===== src/rtl/adc_pkg.sv =====
// Shared ADC definitions: controller state encoding and the default result width,
// also imported by the downstream decode stage.
package adc_pkg;

  localparam int unsigned ADC_BITS = 5;

  typedef enum logic [1:0] {
    IDLE    = 2'd0,
    SAMPLE  = 2'd1,
    CONVERT = 2'd2,
    DONE    = 2'd3
  } sar_state_t;

  function automatic int unsigned max_u(input int unsigned a, input int unsigned b);
    return (a > b) ? a : b;
  endfunction

endpackage


===== src/rtl/sar_adc_ctrl.sv =====
// Successive-approximation ADC controller: track/hold sequencing, binary search of
// the DAC trial code against the clocked comparator, registered result with done strobe.
module sar_adc_ctrl
  import adc_pkg::*;
#(
  parameter int unsigned N             = ADC_BITS,
  parameter int unsigned SAMPLE_CYCLES = 2,
  parameter int unsigned SETTLE_CYCLES = 2
) (
  input  logic         clk,
  input  logic         rst,
  input  logic         start,
  input  logic         cont,
  input  logic         cmp_in,
  output logic         sample_hold,
  output logic [N-1:0] dac_code,
  output logic         busy,
  output logic         done,
  output logic [N-1:0] code
);

  localparam int unsigned CNT_MAX = max_u(SAMPLE_CYCLES, SETTLE_CYCLES);
  localparam int unsigned CW      = $clog2(CNT_MAX + 1);
  localparam int unsigned IW      = (N > 1) ? $clog2(N) : 1;

  localparam logic [CW-1:0] SAMPLE_LAST = CW'(SAMPLE_CYCLES - 1);
  localparam logic [CW-1:0] SETTLE_LAST = CW'(SETTLE_CYCLES - 1);
  localparam logic [IW-1:0] TOP_IDX     = IW'(N - 1);

  sar_state_t    state;
  logic [CW-1:0] cnt;
  logic [IW-1:0] idx;
  logic [N-1:0]  result;
  logic [N-1:0]  resolved;

  // Bits at and below idx are zero in result, so OR-ing the comparator decides bit idx.
  assign resolved = result | (N'(cmp_in) << idx);

  always_ff @(posedge clk or posedge rst) begin
    if (rst) begin
      state       <= IDLE;
      cnt         <= '0;
      idx         <= '0;
      result      <= '0;
      sample_hold <= 1'b0;
      dac_code    <= '0;
      busy        <= 1'b0;
      done        <= 1'b0;
      code        <= '0;
    end else begin
      done <= 1'b0;
      case (state)
        IDLE: begin
          if (start) begin
            state       <= SAMPLE;
            sample_hold <= 1'b1;
            busy        <= 1'b1;
            dac_code    <= '0;
            cnt         <= '0;
          end
        end

        SAMPLE: begin
          result <= '0;
          if (cnt == SAMPLE_LAST) begin
            state       <= CONVERT;
            sample_hold <= 1'b0;
            cnt         <= '0;
            idx         <= TOP_IDX;
            dac_code    <= N'(1) << TOP_IDX;
          end else begin
            cnt <= cnt + CW'(1);
          end
        end

        CONVERT: begin
          if (cnt == SETTLE_LAST) begin
            cnt    <= '0;
            result <= resolved;
            if (idx == '0) begin
              state    <= DONE;
              code     <= resolved;
              done     <= 1'b1;
              busy     <= 1'b0;
              dac_code <= '0;
            end else begin
              idx      <= idx - IW'(1);
              dac_code <= resolved | (N'(1) << (idx - IW'(1)));
            end
          end else begin
            cnt <= cnt + CW'(1);
          end
        end

        DONE: begin
          // start and cont together still launch exactly one conversion
          if (start || cont) begin
            state       <= SAMPLE;
            sample_hold <= 1'b1;
            busy        <= 1'b1;
            dac_code    <= '0;
            cnt         <= '0;
          end else begin
            state <= IDLE;
          end
        end

        default: state <= IDLE;
      endcase
    end
  end

endmodule


===== config.mk =====
export PLATFORM = sky130hd
export DESIGN_NAME = sar_adc_ctrl
export DESIGN_NICKNAME = d
export VERILOG_FILES = /design/src/rtl/adc_pkg.sv /design/src/rtl/sar_adc_ctrl.sv
export SDC_FILE = /design/constraint.sdc
export NUM_CORES = 1
export LEC_CHECK = 0
export CAP_MARGIN = 15
export CORE_MARGIN = 3
export CORE_UTILIZATION = 54
export CTS_BUF_LIST = sky130_fd_sc_hd__clkbuf_8
export DETAILED_ROUTE_END_ITERATION = 10
export GPL_ROUTABILITY_DRIVEN = 0
export GPL_TIMING_DRIVEN = 1
export PLACE_DENSITY = 0.78
export SLEW_MARGIN = 20
export SYNTH_ARGS = -nofsm -noshare
export SYNTH_HDL_FRONTEND = slang
export SYNTH_SLANG_ARGS = --single-unit

===== constraint.sdc =====
create_clock -name clk -period 4.5 [get_ports clk]
set_input_delay 0.9 -clock clk [delete_from_list [all_inputs] [get_ports clk]]
set_output_delay 0.9 -clock clk [all_outputs]
set_load 0.05 [all_outputs]

==> metrics <==
status complete, no violations; Cell Chain, Critical Path clkdlybuf4s50_1; Sink Count 25; die width 56.14 um; pwr dens 637.6 nW/um2; crit path kind register to primary output; met3 GRT Util 1.392%; clk_lat worst skew 0.26 ns; 1st-pass router iterations 4; HPWL after DPL 2132 um; crit-path max FO 3; final net count 167; Synth area leader dfrtp_1; flop-to-flop setup slack 2.62 ns; Final Max Slew Viols 0; RR Endpoint state[1]; First DRT Iteration DRCs 36; final cell count without fillers 178; ys async rst share between 90% and 100%; Logic pwr share ~54%; Mapped Nets 150; leading post-synthesis cells by cell area dfrtp_1, ha_1, nand2_1; met1 usage between 20% and 30%; Worst Tran Pin Value 0.9463 ns; CP required 3.60 ns; Post-synth EDFFs 0; FILL cells 190; M2 GR Usage 30.38%; Synth Area per Inst slightly above 10 um2; Most used DFF post-synth dfrtp_1; Worst-path clk slew ~0.090 ns; most frequent cells in the layout dfrtp_1, clkdlybuf4s50_1, nand2_1; CTS max path bufs 2; TNS Setup 0 ns; vias in the first global route 996; sequential power share between 30% and 40%; post-synthesis instance area around 1400 um2; worst min path class register to register; #FFs+latches synth 25; DR WL/cell between 15 and 20 um; register area share after synthesis between 40 and 50%; CTS H-tree lvls 1; RSZ-0062 raised after global routing no; cell family with most CP delay buffers and inverters; Psw about 0.47 mW; DRT Wirelength 2800 um; share of the synthesized area in the top cell type 46.08%; FF+latch area 625.6 um2; Leak between 0.7 and 0.8 nW; final clock skew 0.001992 ns; setup bufs post-CTS 0; crit path launch type register; first-pass GRT wire length 4719 um; total track usage a little under a fifth; busiest grt layer met2; Worst Path Arrival 1.45 ns; cts hold-fix bufs 0; Chip Height 56.14 um; Unique masters post-synth 38; Vias between 1,000 and 1,500; remaining routing DRC violations 0; Clock power frac 13.1%; DRT antenna net count 0; worst hold stages 2; Peak VDD IR 499.7 uV; Worst setup EP type primary output; FMAX 0.4262 GHz; switch share 46.86%; Vias/cell 5.815; slowest stage cell, crit path clkdlybuf4s50_1; Pint 0.5329 mW; Worst path max stage delay 0.81 ns; core area about 2300 um2; worst reg2reg path depth 6; ANT cells 0; Post-Syn Instances 134; commonest non-fill, non-tap cell in the layout dfrtp_1; CTS Root Cell clkbuf_8; worst r2r src idx[0]; largest net degree at the start of global routing 26; Post-Route Utilization 68.46%; final setup vio count 0; area grow syn2layout 15.85%; PostCTS Resize Cnt 0; grt ovf 0; row count 17; placed cell count approximately 170; Max-Cap Viols 0; Hold Path End code[4]; HP Start code[4]; DIE AREA 3152 um2; Tcrit/Tclk final 52.14%; endpoints failing hold 0; Placement Cell Area 1526 um2; Worst slew margin 36.85%; io pins 18; Yosys warning total 0; Final Instance Area 1573 um2; starting density of the core 59.10%; CTS Buf Count 3; CTS tree yes; I/O Buffers 17; crit path time final 2.346 ns; WP buf/inv 1; layout cells sized above 1 4.667%; initial antenna violation count 0; area of the multi-input gates 669.4 um2
[worst register-to-register path: stages (launching register included)]
cell and delay (ns):
dfrtp_1 0.53, inv_1 0.15, ha_1 0.26, nand2b_1 0.18
nor2_1 0.10, o21ai_1 0.22, mux2_1 0.34
[layout make-up]
type                       instances  share of cell area [%]
clock buffer                       3                   2.625
clock inverter                     1                  0.3182
inverter                           7                   1.671
multi-input combinational         97                   42.56
sequential                        25                   39.78
tap                               28                   2.228
timing repair buffer              17                   10.82
[cells in the mapped netlist, types with 2 or more instances]
cell type and n:
buf_4 2, inv_1 7, o31ai_1 2, o2bb2ai_1 4
a22o_1 2, buf_2 2, dfrtp_1 25, o21ai_1 10
nand2b_1 5, a21boi_0 4, nor2_1 4, nor2b_1 3
a31oi_1 4, a21boi_1 2, ha_1 11, o21ai_0 4
a21oi_1 7, nand2_1 16
[how the worst max path moves through the flow]
stage / from / to / slack (ns) / cells after the start
floorplan: cont / dac_code[4] / 2.70 / 4
global placement: cont / dac_code[4] / 2.17 / 5
detailed placement: cont / dac_code[4] / 2.09 / 5
CTS: dac_code[4] / dac_code[4] / 2.15 / 1
global route: dac_code[4] / dac_code[4] / 2.10 / 1
finish: dac_code[4] / dac_code[4] / 2.15 / 1
[cell families (layout without fill, tap and decap cells)]
family / count (synthesis) / after routing / synth area share (%)
XOR/XNOR: 1 / 1 / 0.6453
flip-flops: 25 / 25 / 46.08
adder cells (fa/ha/maj): 11 / 11 / 10.14
buffers and inverters: 12 / 28 / 4.608
AND/OR/NAND/NOR: 36 / 36 / 13.92
AO/OA/AOI/OAI: 48 / 48 / 23.78
multiplexers: 1 / 1 / 0.8294
[stage by stage]
stage | total power [mW] | hold slack, ns | setup WS (ns)
after floorplan | 0.7417 | 0.4784 | 2.701
after global placement | 0.8544 | 0.4685 | 2.172
after detailed placement | 0.8709 | 0.4783 | 2.093
after CTS | 1.005 | 0.4969 | 2.148
after global routing | 1.071 | 0.5240 | 2.096
final | 1.003 | 0.4895 | 2.154
[power by group through the flow]
stage / clock [mW] / sequential, mW / combinational, mW
final: 0.131 / 0.331 / 0.541
after global routing: 0.144 / 0.341 / 0.585
after CTS: 0.135 / 0.330 / 0.540
after detailed placement: 0 / 0.335 / 0.536
after global placement: 0 / 0.332 / 0.522
after floorplan: 0 / 0.402 / 0.340
[registers in the layout, indices dropped and copies added, names as in the netlist]
register and count:
code 5, dac_code 5, result 5, idx 3
cnt 2, state 2, busy 1, done 1
sample_hold 1
[per-layer routing]
| metal | up-vias | wire [um] |
|---|---|---|
| met4 | 0 | 16 |
| met1 | 503 | 1348 |
| met2 | 22 | 1371 |
| li1 | 508 | - |
| met3 | 2 | 63 |
| met5 | - | 0 |
(Power assumes the default switching activity.)
